--- config.mk ---
export PLATFORM = sky130hd
export DESIGN_NAME = raster_scan_ctrl_flat
export DESIGN_NICKNAME = d
export VERILOG_FILES = /design/src/rtl/raster_scan_ctrl_if.sv /design/src/rtl/raster_scan_ctrl.sv /design/src/flat_wrapper.sv
export SDC_FILE = /design/constraint.sdc
export NUM_CORES = 1
export LEC_CHECK = 0
export CAP_MARGIN = 20
export CORE_UTILIZATION = 46
export CTS_CLUSTER_DIAMETER = 40
export CTS_CLUSTER_SIZE = 25
export DETAILED_ROUTE_END_ITERATION = 7
export PLACE_DENSITY = 0.77
export SETUP_SLACK_MARGIN = 0.1
export SLEW_MARGIN = 10
export SYNTH_ARGS = -nofsm -noshare
export SYNTH_HDL_FRONTEND = slang
export SYNTH_SLANG_ARGS = --single-unit
--- constraint.sdc ---
create_clock -name clk -period 14.1 [get_ports clk]
set_clock_uncertainty 0.15 [all_clocks]
set_input_delay 1.41 -clock clk [delete_from_list [all_inputs] [get_ports clk]]
set_output_delay 1.41 -clock clk [all_outputs]
set_load 0.005 [all_outputs]
--- src/rtl/raster_scan_ctrl_if.sv ---
// Signal bundle between triangle setup, the barycentric rasterizer and the
// depth/shade stage. The controller takes the slave view; the environment takes the master view.
interface raster_scan_ctrl_if;
  logic        tri_valid;
  logic        tri_ready;
  logic [9:0]  tri_ax;
  logic [9:0]  tri_ay;
  logic [9:0]  tri_bx;
  logic [9:0]  tri_by;
  logic [9:0]  tri_cx;
  logic [9:0]  tri_cy;
  logic [6:0]  tri_bz;
  logic [6:0]  tri_cz;

  logic [9:0]  ras_ax;
  logic [9:0]  ras_ay;
  logic [9:0]  ras_bx;
  logic [9:0]  ras_by;
  logic [9:0]  ras_cx;
  logic [9:0]  ras_cy;
  logic [6:0]  ras_bz;
  logic [6:0]  ras_cz;
  logic [9:0]  ras_x;
  logic [9:0]  ras_y;
  logic        ras_visible;
  logic [19:0] ras_uw;
  logic [19:0] ras_vw;
  logic [19:0] ras_ww;
  logic [19:0] ras_aw;

  logic        frag_valid;
  logic        frag_ready;
  logic [9:0]  frag_x;
  logic [9:0]  frag_y;
  logic [19:0] frag_uw;
  logic [19:0] frag_vw;
  logic [19:0] frag_ww;
  logic [19:0] frag_aw;
  logic        done;

  modport slave (
    input  tri_valid, tri_ax, tri_ay, tri_bx, tri_by, tri_cx, tri_cy, tri_bz, tri_cz,
    output tri_ready,
    output ras_ax, ras_ay, ras_bx, ras_by, ras_cx, ras_cy, ras_bz, ras_cz, ras_x, ras_y,
    input  ras_visible, ras_uw, ras_vw, ras_ww, ras_aw,
    output frag_valid, frag_x, frag_y, frag_uw, frag_vw, frag_ww, frag_aw,
    input  frag_ready,
    output done
  );

  modport master (
    output tri_valid, tri_ax, tri_ay, tri_bx, tri_by, tri_cx, tri_cy, tri_bz, tri_cz,
    input  tri_ready,
    input  ras_ax, ras_ay, ras_bx, ras_by, ras_cx, ras_cy, ras_bz, ras_cz, ras_x, ras_y,
    output ras_visible, ras_uw, ras_vw, ras_ww, ras_aw,
    input  frag_valid, frag_x, frag_y, frag_uw, frag_vw, frag_ww, frag_aw,
    output frag_ready,
    input  done
  );
endinterface

--- src/rtl/raster_scan_ctrl.sv ---
// Walks the screen-clipped bounding box of one triangle pixel by pixel, feeding the
// rasterizer and forwarding covered pixels through a backpressured fragment register.
module raster_scan_ctrl #(
  parameter int SCREEN_W = 640,
  parameter int SCREEN_H = 480
) (
  input logic               clk,
  input logic               rst_n,
  raster_scan_ctrl_if.slave bus
);

  localparam logic [9:0] X_LAST = 10'(SCREEN_W - 1);
  localparam logic [9:0] Y_LAST = 10'(SCREEN_H - 1);

  typedef enum logic [1:0] {
    IDLE  = 2'd0,
    SETUP = 2'd1,
    SCAN  = 2'd2,
    DRAIN = 2'd3
  } state_t;

  state_t r_state;
  state_t w_next;

  logic [9:0]  r_ax, r_ay, r_bx, r_by, r_cx, r_cy;
  logic [6:0]  r_bz, r_cz;
  logic [9:0]  r_x, r_y;
  logic [9:0]  r_xmin, r_xmax, r_ymin, r_ymax;

  logic        r_frag_valid;
  logic [9:0]  r_frag_x, r_frag_y;
  logic [19:0] r_frag_uw, r_frag_vw, r_frag_ww, r_frag_aw;

  logic [9:0]  w_xmin, w_xmax_raw, w_xmax;
  logic [9:0]  w_ymin, w_ymax_raw, w_ymax;
  logic        w_empty;
  logic        w_accept;
  logic        w_can_accept;
  logic        w_advance;
  logic        w_frag_load;
  logic        w_row_end;
  logic        w_last_pixel;
  logic        w_done;

  function automatic logic [9:0] min3(input logic [9:0] a, input logic [9:0] b,
                                      input logic [9:0] c);
    logic [9:0] m;
    m = (a < b) ? a : b;
    return (c < m) ? c : m;
  endfunction

  function automatic logic [9:0] max3(input logic [9:0] a, input logic [9:0] b,
                                      input logic [9:0] c);
    logic [9:0] m;
    m = (a > b) ? a : b;
    return (c > m) ? c : m;
  endfunction

  // Only the max side is clamped; a min beyond the screen edge shows up as an empty box.
  assign w_xmin     = min3(r_ax, r_bx, r_cx);
  assign w_xmax_raw = max3(r_ax, r_bx, r_cx);
  assign w_xmax     = (w_xmax_raw > X_LAST) ? X_LAST : w_xmax_raw;
  assign w_ymin     = min3(r_ay, r_by, r_cy);
  assign w_ymax_raw = max3(r_ay, r_by, r_cy);
  assign w_ymax     = (w_ymax_raw > Y_LAST) ? Y_LAST : w_ymax_raw;
  assign w_empty    = (w_xmin > w_xmax) || (w_ymin > w_ymax);

  assign w_accept     = (r_state == IDLE) && bus.tri_valid;
  assign w_can_accept = !r_frag_valid || bus.frag_ready;
  assign w_row_end    = (r_x == r_xmax);
  assign w_last_pixel = w_row_end && (r_y == r_ymax);

  always_ff @(posedge clk or negedge rst_n) begin
    if (!rst_n) begin
      r_state <= IDLE;
    end else begin
      r_state <= w_next;
    end
  end

  always_comb begin
    w_next      = r_state;
    w_advance   = 1'b0;
    w_frag_load = 1'b0;
    w_done      = 1'b0;
    case (r_state)
      IDLE: begin
        if (w_accept) begin
          w_next = SETUP;
        end
      end
      SETUP: begin
        w_next = w_empty ? DRAIN : SCAN;
      end
      SCAN: begin
        // A covered pixel waits only while the fragment register cannot take it.
        if (!(bus.ras_visible && !w_can_accept)) begin
          w_advance   = 1'b1;
          w_frag_load = bus.ras_visible;
          if (w_last_pixel) begin
            w_next = DRAIN;
          end
        end
      end
      DRAIN: begin
        if (!r_frag_valid) begin
          w_done = 1'b1;
          w_next = IDLE;
        end
      end
      default: begin
        w_next = IDLE;
      end
    endcase
  end

  always_ff @(posedge clk or negedge rst_n) begin
    if (!rst_n) begin
      r_ax <= '0;
      r_ay <= '0;
      r_bx <= '0;
      r_by <= '0;
      r_cx <= '0;
      r_cy <= '0;
      r_bz <= '0;
      r_cz <= '0;
    end else if (w_accept) begin
      r_ax <= bus.tri_ax;
      r_ay <= bus.tri_ay;
      r_bx <= bus.tri_bx;
      r_by <= bus.tri_by;
      r_cx <= bus.tri_cx;
      r_cy <= bus.tri_cy;
      r_bz <= bus.tri_bz;
      r_cz <= bus.tri_cz;
    end
  end

  always_ff @(posedge clk or negedge rst_n) begin
    if (!rst_n) begin
      r_xmin <= '0;
      r_xmax <= '0;
      r_ymin <= '0;
      r_ymax <= '0;
    end else if (r_state == SETUP) begin
      r_xmin <= w_xmin;
      r_xmax <= w_xmax;
      r_ymin <= w_ymin;
      r_ymax <= w_ymax;
    end
  end

  // The scan position stays on the final pixel once the box is exhausted.
  always_ff @(posedge clk or negedge rst_n) begin
    if (!rst_n) begin
      r_x <= '0;
      r_y <= '0;
    end else if ((r_state == SETUP) && !w_empty) begin
      r_x <= w_xmin;
      r_y <= w_ymin;
    end else if (w_advance && !w_last_pixel) begin
      if (w_row_end) begin
        r_x <= r_xmin;
        r_y <= r_y + 10'd1;
      end else begin
        r_x <= r_x + 10'd1;
      end
    end
  end

  always_ff @(posedge clk or negedge rst_n) begin
    if (!rst_n) begin
      r_frag_valid <= 1'b0;
      r_frag_x     <= '0;
      r_frag_y     <= '0;
      r_frag_uw    <= '0;
      r_frag_vw    <= '0;
      r_frag_ww    <= '0;
      r_frag_aw    <= '0;
    end else if (w_frag_load) begin
      r_frag_valid <= 1'b1;
      r_frag_x     <= r_x;
      r_frag_y     <= r_y;
      r_frag_uw    <= bus.ras_uw;
      r_frag_vw    <= bus.ras_vw;
      r_frag_ww    <= bus.ras_ww;
      r_frag_aw    <= bus.ras_aw;
    end else if (bus.frag_ready) begin
      r_frag_valid <= 1'b0;
    end
  end

  assign bus.tri_ready  = (r_state == IDLE);
  assign bus.ras_ax     = r_ax;
  assign bus.ras_ay     = r_ay;
  assign bus.ras_bx     = r_bx;
  assign bus.ras_by     = r_by;
  assign bus.ras_cx     = r_cx;
  assign bus.ras_cy     = r_cy;
  assign bus.ras_bz     = r_bz;
  assign bus.ras_cz     = r_cz;
  assign bus.ras_x      = r_x;
  assign bus.ras_y      = r_y;
  assign bus.frag_valid = r_frag_valid;
  assign bus.frag_x     = r_frag_x;
  assign bus.frag_y     = r_frag_y;
  assign bus.frag_uw    = r_frag_uw;
  assign bus.frag_vw    = r_frag_vw;
  assign bus.frag_ww    = r_frag_ww;
  assign bus.frag_aw    = r_frag_aw;
  assign bus.done       = w_done;

endmodule

--- src/flat_wrapper.sv ---
// flat-port wrapper written by rule: the top's interface ports become plain ports
module raster_scan_ctrl_flat 
#(
  parameter int SCREEN_W = 640,
  parameter int SCREEN_H = 480
)
  (clk, rst_n, bus_tri_valid, bus_tri_ax, bus_tri_ay, bus_tri_bx, bus_tri_by, bus_tri_cx, bus_tri_cy, bus_tri_bz, bus_tri_cz, bus_tri_ready, bus_ras_ax, bus_ras_ay, bus_ras_bx, bus_ras_by, bus_ras_cx, bus_ras_cy, bus_ras_bz, bus_ras_cz, bus_ras_x, bus_ras_y, bus_ras_visible, bus_ras_uw, bus_ras_vw, bus_ras_ww, bus_ras_aw, bus_frag_valid, bus_frag_x, bus_frag_y, bus_frag_uw, bus_frag_vw, bus_frag_ww, bus_frag_aw, bus_frag_ready, bus_done);
  raster_scan_ctrl_if bus_i ();
  input logic clk;
  input logic rst_n;
  input wire logic [$bits(bus_i.tri_valid)-1:0] bus_tri_valid;
  input wire logic [$bits(bus_i.tri_ax)-1:0] bus_tri_ax;
  input wire logic [$bits(bus_i.tri_ay)-1:0] bus_tri_ay;
  input wire logic [$bits(bus_i.tri_bx)-1:0] bus_tri_bx;
  input wire logic [$bits(bus_i.tri_by)-1:0] bus_tri_by;
  input wire logic [$bits(bus_i.tri_cx)-1:0] bus_tri_cx;
  input wire logic [$bits(bus_i.tri_cy)-1:0] bus_tri_cy;
  input wire logic [$bits(bus_i.tri_bz)-1:0] bus_tri_bz;
  input wire logic [$bits(bus_i.tri_cz)-1:0] bus_tri_cz;
  output wire logic [$bits(bus_i.tri_ready)-1:0] bus_tri_ready;
  output wire logic [$bits(bus_i.ras_ax)-1:0] bus_ras_ax;
  output wire logic [$bits(bus_i.ras_ay)-1:0] bus_ras_ay;
  output wire logic [$bits(bus_i.ras_bx)-1:0] bus_ras_bx;
  output wire logic [$bits(bus_i.ras_by)-1:0] bus_ras_by;
  output wire logic [$bits(bus_i.ras_cx)-1:0] bus_ras_cx;
  output wire logic [$bits(bus_i.ras_cy)-1:0] bus_ras_cy;
  output wire logic [$bits(bus_i.ras_bz)-1:0] bus_ras_bz;
  output wire logic [$bits(bus_i.ras_cz)-1:0] bus_ras_cz;
  output wire logic [$bits(bus_i.ras_x)-1:0] bus_ras_x;
  output wire logic [$bits(bus_i.ras_y)-1:0] bus_ras_y;
  input wire logic [$bits(bus_i.ras_visible)-1:0] bus_ras_visible;
  input wire logic [$bits(bus_i.ras_uw)-1:0] bus_ras_uw;
  input wire logic [$bits(bus_i.ras_vw)-1:0] bus_ras_vw;
  input wire logic [$bits(bus_i.ras_ww)-1:0] bus_ras_ww;
  input wire logic [$bits(bus_i.ras_aw)-1:0] bus_ras_aw;
  output wire logic [$bits(bus_i.frag_valid)-1:0] bus_frag_valid;
  output wire logic [$bits(bus_i.frag_x)-1:0] bus_frag_x;
  output wire logic [$bits(bus_i.frag_y)-1:0] bus_frag_y;
  output wire logic [$bits(bus_i.frag_uw)-1:0] bus_frag_uw;
  output wire logic [$bits(bus_i.frag_vw)-1:0] bus_frag_vw;
  output wire logic [$bits(bus_i.frag_ww)-1:0] bus_frag_ww;
  output wire logic [$bits(bus_i.frag_aw)-1:0] bus_frag_aw;
  input wire logic [$bits(bus_i.frag_ready)-1:0] bus_frag_ready;
  output wire logic [$bits(bus_i.done)-1:0] bus_done;
  assign bus_i.tri_valid = bus_tri_valid;
  assign bus_i.tri_ax = bus_tri_ax;
  assign bus_i.tri_ay = bus_tri_ay;
  assign bus_i.tri_bx = bus_tri_bx;
  assign bus_i.tri_by = bus_tri_by;
  assign bus_i.tri_cx = bus_tri_cx;
  assign bus_i.tri_cy = bus_tri_cy;
  assign bus_i.tri_bz = bus_tri_bz;
  assign bus_i.tri_cz = bus_tri_cz;
  assign bus_tri_ready = bus_i.tri_ready;
  assign bus_ras_ax = bus_i.ras_ax;
  assign bus_ras_ay = bus_i.ras_ay;
  assign bus_ras_bx = bus_i.ras_bx;
  assign bus_ras_by = bus_i.ras_by;
  assign bus_ras_cx = bus_i.ras_cx;
  assign bus_ras_cy = bus_i.ras_cy;
  assign bus_ras_bz = bus_i.ras_bz;
  assign bus_ras_cz = bus_i.ras_cz;
  assign bus_ras_x = bus_i.ras_x;
  assign bus_ras_y = bus_i.ras_y;
  assign bus_i.ras_visible = bus_ras_visible;
  assign bus_i.ras_uw = bus_ras_uw;
  assign bus_i.ras_vw = bus_ras_vw;
  assign bus_i.ras_ww = bus_ras_ww;
  assign bus_i.ras_aw = bus_ras_aw;
  assign bus_frag_valid = bus_i.frag_valid;
  assign bus_frag_x = bus_i.frag_x;
  assign bus_frag_y = bus_i.frag_y;
  assign bus_frag_uw = bus_i.frag_uw;
  assign bus_frag_vw = bus_i.frag_vw;
  assign bus_frag_ww = bus_i.frag_ww;
  assign bus_frag_aw = bus_i.frag_aw;
  assign bus_i.frag_ready = bus_frag_ready;
  assign bus_done = bus_i.done;
  raster_scan_ctrl #(.SCREEN_W(SCREEN_W), .SCREEN_H(SCREEN_H)) u_core (.clk(clk), .rst_n(rst_n), .bus(bus_i));
endmodule
Word-level counts from Yosys, hierarchy flattened
Index checks and enable logic that the tools add are counted.

$add $sub $neg: 2. Magnitude comparators: 12. Eq/ne operators: 9. Muxes and demuxes: 30. Reductions and logical operators: 17.

Operator list (number): $mux 10 (16); $gt 10x10->1 (6); $lt 10x10->1 (4); $add 10x1->10 const B (2); $eq 10x10->1 (2); $gt 10x10->1 const B (1); $gt 10x9->1 const B (1); $mux 1 (9); $mux 2 (4); $pmux 2 s4 (1); $reduce_bool 2->1 (3); $logic_and 1x1->1 (5); $eq 2x2->1 const B (2); $logic_not 1->1 (4); $ne 2x1->1 const B (2); $ne 2x2->1 const B (2); $reduce_and 4->1 (1); $eq 2x1->1 const B (1); $logic_not 2->1 (1); $logic_or 1x1->1 (2); $reduce_and 2->1 (1).

Register bits: 227. Input bits: 159.

Depth between registers and ports, before layout
Gate-level depths: netlist of run 1.

Depth after elaboration: 12. Gate-level depth with buffers: 28. Depth with buffers taken out: 24.

Worst setup path after synthesis of run 1
OpenSTA, ideal clock, no wires.

Kind: flip-flop to flip-flop. Start: register u_core.r_by[9] (netlist: u_core.bus.ras_by[9]). End: register u_core.r_x[2] (netlist: u_core.bus.ras_x[2]). Arrival time: 5.846 ns. Path slack: 8.005 ns. Cell stages (with the launch flop): 29. Clock period less this slack: 6.095 ns. Cells stage by stage: dfrtp_1 inv_1 ha_1 nand4_4 a211o_4 o2111a_1 buf_6 buf_2 nor2_2 mux2i_1 ha_1 and4_1 nand3_1 a2bb2oi_1 a21oi_1 buf_2 mux2i_1 or4_4 buf_6 and3_1 ha_1 a21o_1 a21o_1 a211oi_1 a21o_1 and3_1 clkbuf_1 a221oi_1 a311oi_1.

Cells in the longest elaborated chain, start to end: 11.

Ends and longest elaborated chain: start: declaration (RTL line raster_scan_ctrl.sv:25) `logic [9:0] r_ax, r_ay, r_bx, r_by, r_cx, r_cy;`; start signal: assignment (RTL line raster_scan_ctrl.sv:131) `r_by <= bus.tri_by;`; $gt 10x10->1 (RTL line raster_scan_ctrl.sv:55) `m = (a > b) ? a : b;`; $mux 10 (RTL line raster_scan_ctrl.sv:55); $gt 10x10->1 (RTL line raster_scan_ctrl.sv:56) `return (c > m) ? c : m;`; $mux 10 (RTL line raster_scan_ctrl.sv:56); $gt 10x9->1 (RTL line raster_scan_ctrl.sv:65) `assign w_ymax = (w_ymax_raw > Y_LAST) ? Y_LAST : w_ymax_raw;`; $mux 10 (RTL line raster_scan_ctrl.sv:65); $gt 10x10->1 (*) (RTL line raster_scan_ctrl.sv:66) `assign w_empty = (w_xmin > w_xmax) || (w_ymin > w_ymax);`; $logic_or 1x1->1 (*) (RTL line raster_scan_ctrl.sv:66); $logic_not 1->1 (*) (RTL line raster_scan_ctrl.sv:158) `end else if ((r_state == SETUP) && !w_empty) begin`; $logic_and 1x1->1 (*) (RTL line raster_scan_ctrl.sv:158); $mux 10 / $reduce_bool 2->1 (equally long branches); end signal: assignment (RTL line raster_scan_ctrl.sv:159) `r_x <= w_xmin;`; end signal: assignment (RTL line raster_scan_ctrl.sv:163) `r_x <= r_xmin;`; end signal: assignment (RTL line raster_scan_ctrl.sv:166) `r_x <= r_x + 10'd1;`; end: declaration (RTL line raster_scan_ctrl.sv:27) `logic [9:0] r_x, r_y;`.

Mark *: on every way between the ends. The rest lies on a longest branch, timed or not. A chain may end at the register's enable or synchronous reset.

Worst setup path in the final report of run 1
Start: register u_core.r_by[7] (netlist: u_core.bus.ras_by[7]). End: register u_core.r_x[2] (netlist: u_core.bus.ras_x[2]).

The elaborated chain is that of the path after synthesis.

==> metrics.md, run 1 <==
| Metric | Value |
|---|---|
| Cells after synthesis | 1175 |
| Req. time, crit path | 14.32 ns |
| Final Max Tran Viols | 0 |
| I/O Buffers | 355 |
| Highest Clock Rate | 130 MHz |
| I/O pins | 356 |
| RSZ-0062 raised after global routing | false |
| Most used DFF post-synth | dfrtp_1 |
| Hold Startpoint | u_core.r_xmin[1] |
| Endpoints failing setup | 0 |
| Fin crit share | 54.5% |
| # resized after CTS | 0 |
| Post-DP HPWL | 26600 µm |
| Initial Util | 47.1% |
| Worst Reg-to-Reg Cells | 24 |
| Die area | 0.0284 mm² |
| Slew @ Worst Pin | 1.07 ns |
| Root Driver | clkbuf_16 |
| Max stage delay on crit path | 0.79 ns |
| Area grow syn2layout | 39.2% |
| Reg2reg end | u_core.bus.ras_x[2] |
| Drc violations | 0 |
| Remaining antenna violation count | 0 |
| Asr flop ratio synth | 100% |
| Fin nets | 1759 |
| Share of cells above drive strength 1 | 18.4% |
| Width of the die | 169 µm |
| First-pass GRT wire length | 56400 µm |
| Vias after detailed routing | 10700 |
| CTS tree | yes |
| Count of cell types in the netlist | 70 |
| Routing usage on met1 | 32.9% |
| Crit-path cells | inv_1 > ha_1 > a211o_1 > o211ai_1 > o2111a_1 > nor2_2 > mux2i_1 > ha_1 > and4_1 > nand3_1 > a2bb2oi_1 > a21oi_1 > buf_4 > mux2i_1 > or4_4 > and3_1 > ha_1 > a21o_1 > a21o_1 > a211oi_1 > a21o_1 > nand3_1 > a211oi_1 > a311oi_1 |
| Core Box Area | 0.0271 mm² |
| # fillers | 2117 |
| Global route hottest layer | met2 |
| Vias in the first global route | 10500 |
| # Post-CTS Setup Buffers | 0 |
| RePlAce Congestion | 0.893 |
| Post-synth EDFFs | 0 |
| Most common library cell in the layout ignoring fill and taps | clkdlybuf4s50_1 |
| Crit-path max FO | 30 |
| Setup CP Type | register to register |
| Initial DRT Pass Iterations | 7 |
| WHS Path Cells | 2 |
| Setup_tns | 0 ns |
| DRT iter0 DRCs | 580 |
| Start point of the critical path | u_core.bus.ras_by[7] |
| Max-Cap Viols | 0 |
| Slowest library cell on the worst path | o2111a_1 |
| Worst skew pair latency | 0.52 ns |
| Clk pin slew, worst setup/hold paths | 0.06 ns |
| Largest net degree at the start of global routing | 96 |
| Endpoint class of the critical path | register |
| Htree depth | 2 |
| TritonCTS Buffers | 35 |
| Met3 Use GR | 5.78% |
| # rows | 60 |
| Total Wirelength | 35500 µm |
| Hold_buf cts | 0 |
| CTS sink count | 227 |
| WHS Endpoint | u_core.r_xmin[1] |
| Mapped Nets | 1418 |
| Setup crit start kind | register |
| Worst R2R Setup Slack | 6.41 ns |
| Gr ovfl total | 0 |
| Wirelength per Cell | 18.6 µm |
| Minimum clock period | 7.69 ns |
| Worst r2r src | u_core.bus.ras_by[7] |
| Cell Area, Synth | 0.0128 mm² |
| Synthesis Warnings | 0 |
| Via density | 5.57 |
| Sequential fraction of the synthesis area | 44.5% |
| Diode count | 0 |
| Max_slew headroom | 28.5% |
| Tot GR Track Use | 25.0% |
| Critical path data arrival time | 7.91 ns |
| Seq cells post-synth | 227 |
| Initial antenna violation count | 0 |
| Mean Syn Cell Area | 10.9 µm² |
| Hold Fails Final Rpt | 0 |
| Die Y-Extent | 169 µm |
| Grt met2 use | 41.0% |
| Bufs on Longest Clock Path | 3 |
| Hold Path Class | register to register |
| Most frequent cells in the layout | clkdlybuf4s50_1 (354), dfrtp_1 (227), mux2_2 (190), nand2_1 (85), ha_1 (84) |
| Run status | finished clean |
## cell usage after synthesis (3+ instances only)
cell | number | area, µm²
dfrtp_1 | 227 | 5680
mux2_2 | 190 | 2140
nand2_1 | 86 | 323
ha_1 | 84 | 1050
inv_1 | 61 | 229
nor2_1 | 61 | 229
clkbuf_1 | 48 | 180
a21oi_1 | 46 | 230
o21ai_0 | 37 | 185
nand3_1 | 25 | 125
nor3_1 | 23 | 115
xor2_1 | 23 | 201
o31ai_1 | 22 | 165
a21o_1 | 20 | 150
nand4_1 | 20 | 125
a211oi_1 | 19 | 143
and3_1 | 18 | 113
o211ai_1 | 15 | 113
mux2i_1 | 11 | 110
and2_1 | 10 | 62.6
nor4_1 | 10 | 62.6
a221oi_1 | 9 | 78.8
a311oi_1 | 8 | 70.1
nand2b_1 | 8 | 50.1
nor2b_1 | 8 | 50.1
o21ba_2 | 7 | 70.1
buf_2 | 6 | 30.0
o2111ai_1 | 6 | 52.6
xnor2_1 | 6 | 52.6
and4_1 | 4 | 35.0
o21a_1 | 4 | 30.0
a41oi_2 | 3 | 48.8
o41ai_1 | 3 | 26.3
or3_1 | 3 | 18.8
## per-stage QoR
step / util [%] / hold slack, ns / instance area (µm²) / cells / setup WS [ns]
finish: 65.6 / 0.343 / 17800 / 1914 / 6.41
global route: 65.6 / 0.362 / 17800 / 1914 / 5.85
CTS: 65.6 / 0.343 / 17800 / 1913 / 6.12
detailed placement: 61.3 / 0.328 / 16600 / 1850 / 6.13
global placement: 61.3 / 0.318 / 16600 / 1850 / 6.49
floorplan: - / 0.302 / 12800 / 1175 / 8.00
## sequential cells by signal, summed over array words and instances, names as in the netlist, 20 cells and up
name                count
u_core.bus.frag_vw     20
u_core.bus.frag_uw     20
u_core.bus.frag_aw     20
u_core.bus.frag_ww     20
## worst max path at each step
stage                               end  slack, ns  cells past startpoint
finish              u_core.bus.ras_x[2]       6.41                     24
CTS                 u_core.bus.ras_x[2]       6.12                     23
global placement    u_core.bus.ras_x[4]       6.49                     23
detailed placement  u_core.bus.ras_x[2]       6.13                     23
global route        u_core.bus.ras_x[7]       5.85                     24
floorplan           u_core.bus.ras_x[2]       8.00                     28
## worst max-delay path, delay by kind of cell (launching register included)
family                   cells  cell delay, ns
AO/OA/AOI/OAI               11            3.32
AND/OR/NAND/NOR              6            2.04
adder cells (fa/ha/maj)      3            0.97
flip-flops                   1            0.39
buffers and inverters        2            0.36
multiplexers                 2            0.32
## cell families (layout without fill, tap and decap cells)
family,Yosys count,after routing,share of synthesized area (%)
and+or+nand+nor,286,286,11.0
AOI/OAI and AO/OA,229,229,13.0
muxes,201,201,17.6
DFF,227,227,44.5
adders and majority gates,84,84,8.23
other,1,1,0.0294
xor gates and xnor gates,29,29,1.99
buffers and inverters,118,485,3.64
## final cells by class
type	count	area (µm²)	area share, %
multi-input cells	830	6640	37.3
repair buffers	361	3600	20.3
flip-flops and latches	227	5680	31.9
inverters	61	229	1.29
well taps	372	465	2.62
clock inverters	25	244	1.37
clock buffers	38	918	5.16
## layer usage
layer | vias to the layer above | share of wire, %
li1 | 4994 | -
met2 | 443 | 47
met4 | 0 | 2.2
met3 | 59 | 8.1
met1 | 5160 | 42
met5 | - | 0
Power of run 1 is not shown: default switching activity piles up to over one toggle a cycle in this logic, so the estimate is an artifact.
==> inputs of run 2 (changes only) <==
==> constraint.sdc (replaced) <==
create_clock -name clk -period 7.2 [get_ports clk]
set_clock_uncertainty 0.15 [all_clocks]
set_input_delay 0.72 -clock clk [delete_from_list [all_inputs] [get_ports clk]]
set_output_delay 0.72 -clock clk [all_outputs]
set_load 0.005 [all_outputs]
==> run 2 against run 1 <==
Against the previous run: die area unchanged; cell count up 0.37%; core utilization increased by 0.47 points; non-clock buffer count increased by 8; routed wire length rose by 4.6%; cell area is 0.72% higher; clock-buffer cell count increased by 3; worst hold slack got worse by 0.29 ns; via count is 1.4% higher.
==> metrics.md, run 2 (synthesis gave the netlist of run 1 again) <==
| Metric | Value |
|---|---|
| DRT iter0 DRCs | 882 (+52%) |
| Endpoint class of the critical path | register |
| Run status | finished clean |
| # Post-CTS Setup Buffers | 0 (unchanged) |
| Total Wirelength | 37200 µm (+4.6%) |
| Most common library cell in the layout ignoring fill and taps | clkdlybuf4s50_1 |
| Vias in the first global route | 10600 (+0.83%) |
| # rows | 60 (unchanged) |
| Crit-path cells | inv_1 > ha_1 > a21o_1 > a21o_1 > a21oi_1 > and3_1 > mux2_2 > inv_1 > ha_1 > a2111oi_0 > o21ai_0 > a311oi_1 > nor2_1 > a2111o_2 > a21oi_1 > nor2_1 > ha_1 > a21o_1 > a21o_1 > a211oi_1 > a21o_1 > and3_2 > a221oi_1 > a311oi_1 |
| Setup crit start kind | register |
| Req. time, crit path | 7.43 ns (-6.89 ns) |
| Initial antenna violation count | 0 (unchanged) |
| Worst skew pair latency | 0.50 ns (-0.02 ns) |
| Slew @ Worst Pin | 1.01 ns (-0.0638 ns) |
| Hold Fails Final Rpt | 0 (unchanged) |
| Slowest library cell on the worst path | a2111o_2 |
| Worst hold slack | 0.0536 ns (-0.290 ns) |
| Wirelength per Cell | 19.3 µm (+4.2%) |
| Largest net degree at the start of global routing | 131 (+36%) |
| Diode count | 0 (unchanged) |
| Setup_tns | 0 ns (unchanged) |
| CP top delay family | compound AO/OA/AOI/OAI gates |
| RSZ-0062 raised after global routing | false |
| Max-Cap Viols | 0 (unchanged) |
| Fin util | 66.1% (+0.47 points) |
| # resized after CTS | 0 (unchanged) |
| Hold_buf cts | 0 (unchanged) |
| Gr ovfl total | 0 (unchanged) |
| First-pass GRT wire length | 57600 µm (+2.1%) |
| Die area | 0.0284 mm² (unchanged) |
| Via density | 5.63 (+1.0%) |
| Width of the die | 169 µm (unchanged) |
| Crit-path max FO | 21 (-30%) |
| Root Driver | clkbuf_16 |
| Share of cells above drive strength 1 | 19.0% (+0.63 points) |
| Worst Path Buf+Inv | 2 (unchanged) |
| Final Max Tran Viols | 0 (unchanged) |
| Max_slew headroom | 31.9% (+3.4 points) |
| Initial Util | 47.1% (unchanged) |
| Highest Clock Rate | 152 MHz (+16%) |
| Crit-path most repeated cell | a21o_1 |
| Setup CP Type | register to register |
| Minimum clock period | 6.60 ns (-1.09 ns) |
| Max stage delay on crit path | 0.54 ns (-0.25 ns) |
| Post-DP HPWL | 27700 µm (+4.1%) |
| CTS tree | yes |
| Core Box Area | 0.0271 mm² (unchanged) |
| Remaining antenna violation count | 0 (unchanged) |
| I/O pins | 356 (unchanged) |
| Clk pin slew, worst setup/hold paths | 0.05 ns (about the same) |
| Vias after detailed routing | 10800 (+1.4%) |
| Drc violations | 0 (unchanged) |
| Hold Path Class | primary input to async pin |
| Initial DRT Pass Iterations | 5 (-2) |
| Area grow syn2layout | 40.2% |
| TritonCTS Buffers | 35 (unchanged) |
| CTS sink count | 227 (unchanged) |
| Critical path data arrival time | 6.83 ns (-1.08 ns) |
| Bufs on Longest Clock Path | 3 (unchanged) |
| Most frequent cells in the layout | clkdlybuf4s50_1 (354), dfrtp_1 (227), mux2_2 (190), nand2_1 (85), ha_1 (84) |
| Fin nets | 1767 (+0.45%) |
| Tot GR Track Use | 25.8% (+0.78 points) |
| I/O Buffers | 355 (unchanged) |
| Htree depth | 2 (unchanged) |
| RePlAce Congestion | 0.929 (+4.0%) |
| Die Y-Extent | 169 µm (unchanged) |
| # fillers | 2125 (+0.38%) |
| Fin crit share | 91.7% (+37 points) |
| Endpoints failing setup | 0 (unchanged) |
==> run 2: final cells by class <==
class / count / area [µm²] / area share (%)
inverters: 61 / 229 / 1.28
flip-flops and latches: 227 / 5680 / 31.7
well taps: 372 / 465 / 2.60
repair buffers: 369 / 3700 / 20.6
clock buffers: 41 / 971 / 5.42
clock inverters: 21 / 214 / 1.19
multi-input cells: 830 / 6650 / 37.2
==> run 2: layer usage <==
layer	vias to the layer above	wire length (µm)	GRT usage, %
li1	5008	-	-
met1	5232	15700	33.8
met2	480	17400	42.1
met3	86	2900	5.59
met4	0	1170	9.13
met5	-	0	0
==> run 2: path summary, 6_finish.rpt <==
| check | slack, ns | depth (start not counted) | to | start |
|---|---|---|---|---|
| min | 0.05 | 1 | u_core.bus.ras_ax[2] | rst_n |
| min in group clk | 0.34 | 2 | u_core.r_xmin[1] | u_core.r_xmin[1] |
| min reg2reg | 0.34 | 2 | u_core.r_xmin[1] | u_core.r_xmin[1] |
| max in group asynchronous | 5.67 | 2 | u_core.bus.frag_ww[5] | rst_n |
| max | 0.60 | 24 | u_core.bus.ras_x[9] | u_core.bus.ras_bx[7] |
| max reg2reg | 0.60 | 24 | u_core.bus.ras_x[9] | u_core.bus.ras_bx[7] |
==> run 2: worst register-to-register path: stages, from the launching register on <==
cell       delay, ns
dfrtp_1         0.39
inv_1           0.09
ha_1            0.33
a21o_1          0.16
a21o_1          0.17
a21oi_1         0.28
and3_1          0.23
mux2_2          0.37
inv_1           0.10
ha_1            0.26
a2111oi_0       0.39
o21ai_0         0.18
a311oi_1        0.33
nor2_1          0.18
a2111o_2        0.54
a21oi_1         0.23
nor2_1          0.08
ha_1            0.29
a21o_1          0.16
a21o_1          0.17
a211oi_1        0.24
a21o_1          0.25
and3_2          0.48
a221oi_1        0.10
a311oi_1        0.31
==> run 2: stage by stage <==
stage	area, µm²	instances	setup WS (ns)
floorplan	12800	1175	1.10
global placement	16700	1858	0.707
detailed placement	16700	1858	0.435
CTS	17900	1920	0.403
global route	17900	1921	0.211
finish	17900	1921	0.600
Power of run 2 is left out for the same reason.
==> inputs of run 3 (changes only) <==
--- a/config.mk
+++ b/config.mk
@@ -6,11 +6,14 @@
 export NUM_CORES = 1
 export LEC_CHECK = 0
 export CAP_MARGIN = 20
-export CORE_UTILIZATION = 46
+export CELL_PAD_IN_SITES_DETAIL_PLACEMENT = 1
+export CELL_PAD_IN_SITES_GLOBAL_PLACEMENT = 2
+export CORE_UTILIZATION = 30
 export CTS_CLUSTER_DIAMETER = 40
 export CTS_CLUSTER_SIZE = 25
 export DETAILED_ROUTE_END_ITERATION = 7
-export PLACE_DENSITY = 0.77
+export PLACE_DENSITY = 0.8
+export REMOVE_ABC_BUFFERS = 1
 export SETUP_SLACK_MARGIN = 0.1
 export SLEW_MARGIN = 10
 export SYNTH_ARGS = -nofsm -noshare
==> run 3 against run 2 <==
Against the previous run: the flow now finishes with violations (hold timing); highest routed layer unchanged; via count shrank 0.15%; first-iteration DRC count shrank 61%; maximum frequency is 0.79% lower; critical path type unchanged; register-to-register slack worse by 0.05 ns; largest cell class unchanged; flip-flop and latch count unchanged.
==> metrics.md, run 3 (synthesis gave the netlist of run 1 again) <==
| Metric | Value |
|---|---|
| Run status | complete, but fails checks |
| Failing checks | hold timing |
| Share of cells above drive strength 1 | 20.2% (+1.2 points) |
| Remaining antenna violation count | 0 (unchanged) |
| Max-Cap Viols | 0 (unchanged) |
| Vias in the first global route | 11500 (+8.6%) |
| Start point of the critical path | u_core.bus.ras_bx[7] |
| Req. time, crit path | 7.52 ns (+0.09 ns) |
| Vias after detailed routing | 10800 (-0.15%) |
| Area grow syn2layout | 45.7% |
| Diode count | 0 (unchanged) |
| I/O pins | 356 (unchanged) |
| Slowest library cell on the worst path | a2111o_1 |
| Minimum clock period | 6.65 ns (+0.0525 ns) |
| Root Driver | clkbuf_16 |
| Final std cells w/o fill | 2116 (+10%) |
| Most frequent cells in the layout | clkdlybuf4s50_1 (354), dfrtp_1 (227), mux2_2 (190), nand2_1 (85), ha_1 (84) |
| Max_slew headroom | 27.9% (-3.9 points) |
| Setup_tns | 0 ns (unchanged) |
| I/O Buffers | 355 (unchanged) |
| Worst Path Buf+Inv | 3 (+1) |
| Crit path depth | 25 (+4.2%) |
| CTS sink count | 227 (unchanged) |
| Crit-path most repeated cell | a21o_1 |
| Worst hold slack | -0.0000259 ns (-0.0537 ns) |
| Final Max Tran Viols | 0 (unchanged) |
| Hold Fails Final Rpt | 1 (+1) |
| Total Wirelength | 42100 µm (+13%) |
| Worst R2R Setup Slack | 0.55 ns (-0.05 ns) |
| Clk pin slew, worst setup/hold paths | 0.05 ns (about the same) |
| Die Y-Extent | 208 µm (+24%) |
| # rows | 75 (+25%) |
| Storage cell area | 0.00568 mm² (unchanged) |
| Initial Util | 30.4% (-17 points) |
| Fin crit share | 92.4% (+0.73 points) |
| Crit-path max FO | 21 (unchanged) |
| Wirelength per Cell | 19.9 µm (+2.8%) |
| First-pass GRT wire length | 66800 µm (+16%) |
| Hold Path Class | primary input to async pin |
| Worst skew pair latency | 0.57 ns (+0.07 ns) |
| Multi-input gate area | 0.00666 mm² (about the same) |
| Slew @ Worst Pin | 1.08 ns (+0.0724 ns) |
| Core Box Area | 0.0419 mm² (+55%) |
| Critical path data arrival time | 6.97 ns (+0.14 ns) |
| Tot GR Track Use | 19.5% (-6.3 points) |
| Max stage delay on crit path | 0.60 ns (+0.06 ns) |
| Design area | 0.0186 mm² (+3.9%) |
| CTS tree | yes |
| Worst Reg-to-Reg Cells | 25 (+4.2%) |
| RePlAce Congestion | 0.839 (-9.7%) |
| Most common library cell in the layout ignoring fill and taps | clkdlybuf4s50_1 |
| CP top delay family | compound AO/OA/AOI/OAI gates |
| Endpoint class of the critical path | register |
| Placed Area | 0.0169 mm² (+1.4%) |
| Via density | 5.10 (-9.3%) |
| Bufs on Longest Clock Path | 3 (unchanged) |
| RSZ-0062 raised after global routing | false |
| Post-DP HPWL | 31300 µm (+13%) |
| Initial DRT Pass Iterations | 5 (unchanged) |
| Worst r2r src | u_core.bus.ras_bx[7] |
| Initial antenna violation count | 0 (unchanged) |
| Drc violations | 0 (unchanged) |
| Largest net degree at the start of global routing | 115 (-12%) |
| Die area | 0.0434 mm² (+53%) |
| Setup crit start kind | register |
| Gr ovfl total | 0 (unchanged) |
| Setup CP Type | register to register |
| Fin nets | 1784 (+0.96%) |
| Cell count after placement | 2031 (+9.3%) |
| Fin util | 44.4% (-22 points) |
| Highest Clock Rate | 150 MHz (-0.79%) |
| DRT iter0 DRCs | 345 (-61%) |
| Width of the die | 208 µm (+24%) |
| Htree depth | 2 (unchanged) |
| Endpoints failing setup | 0 (unchanged) |
| # fillers | 4548 (+110%) |
| TritonCTS Buffers | 45 (+29%) |
-- run 3: cell count changes in the layout (fill, tap and decap cells not counted), moves of 3 or more --
cell	previous run	this run
buf_4	12	19
bufinv_16	3	7
clkbuf_1	1	5
clkbuf_16	37	45
clkbuf_8	3	6
clkinv_2	8	5
clkinv_4	1	6
-- run 3: metal layers --
layer / global-route usage (%) / wire length, µm
met4: 6.33 / 953
met3: 4.47 / 2560
met5: 0 / 0
met2: 32.5 / 20100
met1: 24.8 / 18500
-- run 3: final cells by class --
type / instances / share of cell area (%)
clock buffers: 56 / 6.60
clock inverters: 27 / 2.18
repair buffers: 376 / 20.1
well taps: 539 / 3.62
multi-input cells: 830 / 35.8
inverters: 61 / 1.23
flip-flops and latches: 227 / 30.5
-- run 3: metrics by stage --
stage / setup WS [ns] / hold slack (ns)
2_1_floorplan: 0.285 / 0.274
3_3_place_gp: 0.689 / 0.318
3_5_place_dp: 0.370 / 0.320
4_1_cts: 0.355 / 0.0980
5_1_grt: 0.137 / 0.0655
6_report: 0.547 / -0.0000259
-- run 3: path summary, 6_finish.rpt --
check | endpoint
worst min-delay path | u_core.bus.ras_cz[0]
min in group clk | u_core.r_xmin[1]
worst max register to register | u_core.bus.ras_x[2]
max in group asynchronous | u_core.r_xmax[7]
worst min register to register | u_core.r_xmin[1]
worst max-delay path | u_core.bus.ras_x[2]
-- run 3: repair_timing --
| action | 4_1_cts | 5_1_grt |
|---|---|---|
| endpoints found under the setup margin | 0 | 20 |
| hold buffers | 0 | 0 |
| setup buffers | 0 | 0 |
| gates resized for setup | 0 | 4 |
| endpoints found under the hold margin | 0 | 0 |
Power of run 3 is left out for the same reason.
==> variant: new RTL, flow settings as in run 2 <==
Re-encode `state_t` (4 states) as one-hot, 4 bits wide.
--- a/src/rtl/raster_scan_ctrl.sv
+++ b/src/rtl/raster_scan_ctrl.sv
@@ -12,11 +12,11 @@
   localparam logic [9:0] X_LAST = 10'(SCREEN_W - 1);
   localparam logic [9:0] Y_LAST = 10'(SCREEN_H - 1);
 
-  typedef enum logic [1:0] {
-    IDLE  = 2'd0,
-    SETUP = 2'd1,
-    SCAN  = 2'd2,
-    DRAIN = 2'd3
+  typedef enum logic [3:0] {
+    IDLE  = 4'b0001,
+    SETUP = 4'b0010,
+    SCAN  = 4'b0100,
+    DRAIN = 4'b1000
   } state_t;
 
   state_t r_state;
Behaviour: no difference found for any inputs over 4 cycles, from zero or initial values and one cycle with rst_n low; so few cycles prove little.
==> variant against run 2 <==
  * Design area is 2.3% higher
  * Critical path type unchanged
  * Wire length grew 9.2%
  * Synthesized area increased by 2.3%
  * Highest routed layer unchanged
  * Count of clock-buffer cells in the layout rose by 2
  * Sequential cell count up 2
  * Via count rose by 5.8%
  * Core utilization is 0.30 points lower
  * Setup slack got worse by 0.15 ns
==> variant: results (changes against run 2) <==
finalNetCount: 1837  # +4.0%
ys.flop_type: "dfrtp_1"
drt-wirelength-per-cell_um: 20.3  # +4.8%
synth.net_count: 1490  # +5.1%
ir_drop_mv: 0.311
drt_iter0_drc: 691  # -22%
cts_made_buffers: 35  # unchanged
muxShareOfSynthArea_pct: 13.6  # -4.0 points
grt_max_degree: 84  # -36%
grt_pass1_wl_mm: 62.1  # +7.8%
clk_root_buffer_cell: "clkbuf_16"
dp_hpwl_mm: 30.3  # +9.4%
clk_pin_slew_ns: 0.05  # about the same
r2r_cells: 23  # -4.2%
hold_class: "in2async"
firstDrtPassIters: 7  # +2
worstPathArrival_ns: 6.97  # +0.14 ns
gr-usage-all-layers_pct: 27.5  # +1.7 points
synth-compound-area-share_pct: 15.3  # +2.3 points
cp_max_fo: 16  # -24%
r2r-start: "u_core.bus.ras_ay[8]"
synth_area_leaders: "dfrtp_1, mux2_2, ha_1"
synth-xor-area-share_pct: 1.54  # -0.45 points
vias: 11400  # +5.8%
ys_types: 79  # +13%
fillers: 2140  # +0.71%
antenna_found_initial: 2  # +2
ys_warn_count: 0  # unchanged
r2r-end: "u_core.bus.ras_y[6]"
synth_fa_ha_area_share_pct: 7.66  # -0.57 points
cts-htree-levels: 2  # unchanged
place_ws_ns: 0.0903  # -0.345 ns
drive_gt1_share_pct: 16.8  # -2.2 points
synthArstFlopShare_pct: 100  # unchanged
synthTopCellsByCount: "dfrtp_1, mux2_2, nand2_1"
gp_congestion: 0.964  # +3.7%
grt_pass1_vias: 11300  # +5.9%
setup.worst_path.start: "u_core.bus.ras_ay[8]"
multi_input_area_sq_um: 6860  # +3.0%
place_area_sq_um: 16900  # +1.6%
ys_seq_area_share_pct: 43.9  # -0.60 points
worst_slew_pin_slew_ns: 1.09  # +0.0860 ns
outcome: "finished, final reports clean"
==> variant: changes by cell type after synthesis, moves of 8 or more <==
cell	change
nand2_1	+13
o211ai_1	-12
mux2_2	-45
o31ai_1	-14
o21ai_0	+34
nand3_1	+11
xor2_1	-18
xnor2_1	+12
nor2b_1	+13
and3_1	-8
a31oi_1	+15
buf_2	+10
a21oi_1	+11
==> variant: how the worst max path moves through the flow <==
stage | cells after the start | slack [ns] | to
2_1_floorplan | 25 | 1.24 | u_core.bus.ras_y[3]
3_3_place_gp | 23 | 0.37 | u_core.bus.ras_y[8]
3_5_place_dp | 24 | 0.09 | u_core.bus.ras_y[6]
4_1_cts | 24 | 0.11 | u_core.bus.ras_y[6]
5_1_grt | 25 | 0.15 | u_core.bus.ras_y[6]
6_report | 23 | 0.44 | u_core.bus.ras_y[6]
==> variant: worst max-delay path: stages (launching register included) <==
cell and delay [ns]:
dfrtp_1 0.46, ha_1 0.35, nand4_1 0.33, a211oi_4 0.51, buf_4 0.25, a2111oi_2 0.06
a211oi_1 0.41, ha_1 0.35, a21o_1 0.18, a22oi_1 0.16, a32oi_1 0.17, a21oi_4 0.35
mux2_2 0.42, o41ai_4 0.41, buf_4 0.23, nor2b_1 0.07, ha_1 0.33, a21oi_1 0.13
a21oi_1 0.08, o21a_1 0.23, or3_4 0.48, buf_4 0.22, a211oi_1 0.22, a311oi_1 0.08
==> variant: cells by family after synthesis <==
kind of cell             count (synthesis)
AO/OA/AOI/OAI                          286
AND/OR/NAND/NOR                        342
other                                    1
adder cells (fa/ha/maj)                 80
flip-flops                             229
buffers and inverters                  131
XOR/XNOR                                23
multiplexers                           159
==> variant: report_power, final <==
group	internal [mW]	switching [mW]
registers	1.86	0.623
logic	3.37	3.80
clock network	1.15	0.622
==> variant: area by class of cell <==
cell class,instances,share of cell area [%]
inverter,59,1.21
clock inverter,18,1.40
sequential,229,31.3
clock buffer,43,5.33
multi-input combinational,892,37.4
tap,378,2.58
antenna,2,0.0273
timing repair buffer,381,20.8
==> variant: what timing repair did <==
action	4_1_cts	5_1_grt
setup buffers	0	4
pin swaps	1	3
endpoints found under the setup margin	7	21
gates cloned	0	1
resized for setup	0	5
endpoints found under the hold margin	0	0
==> variant: routing by layer <==
| layer | share of wire [%] | track usage (%) | vias to the layer above |
|---|---|---|---|
| li1 | - | - | 5310 |
| met2 | 48 | 46.1 | 504 |
| met5 | 0 | 0 | - |
| met1 | 41 | 33.8 | 5529 |
| met4 | 3.0 | 10.3 | 0 |
| met3 | 8.4 | 7.45 | 85 |
==> variant: per-stage QoR <==
stage	hold WS [ns]	instances
2_1_floorplan	0.274	1251
3_3_place_gp	0.319	1932
3_5_place_dp	0.323	1932
4_1_cts	0.0271	1993
5_1_grt	0.0568	2002
6_report	0.00282	2002
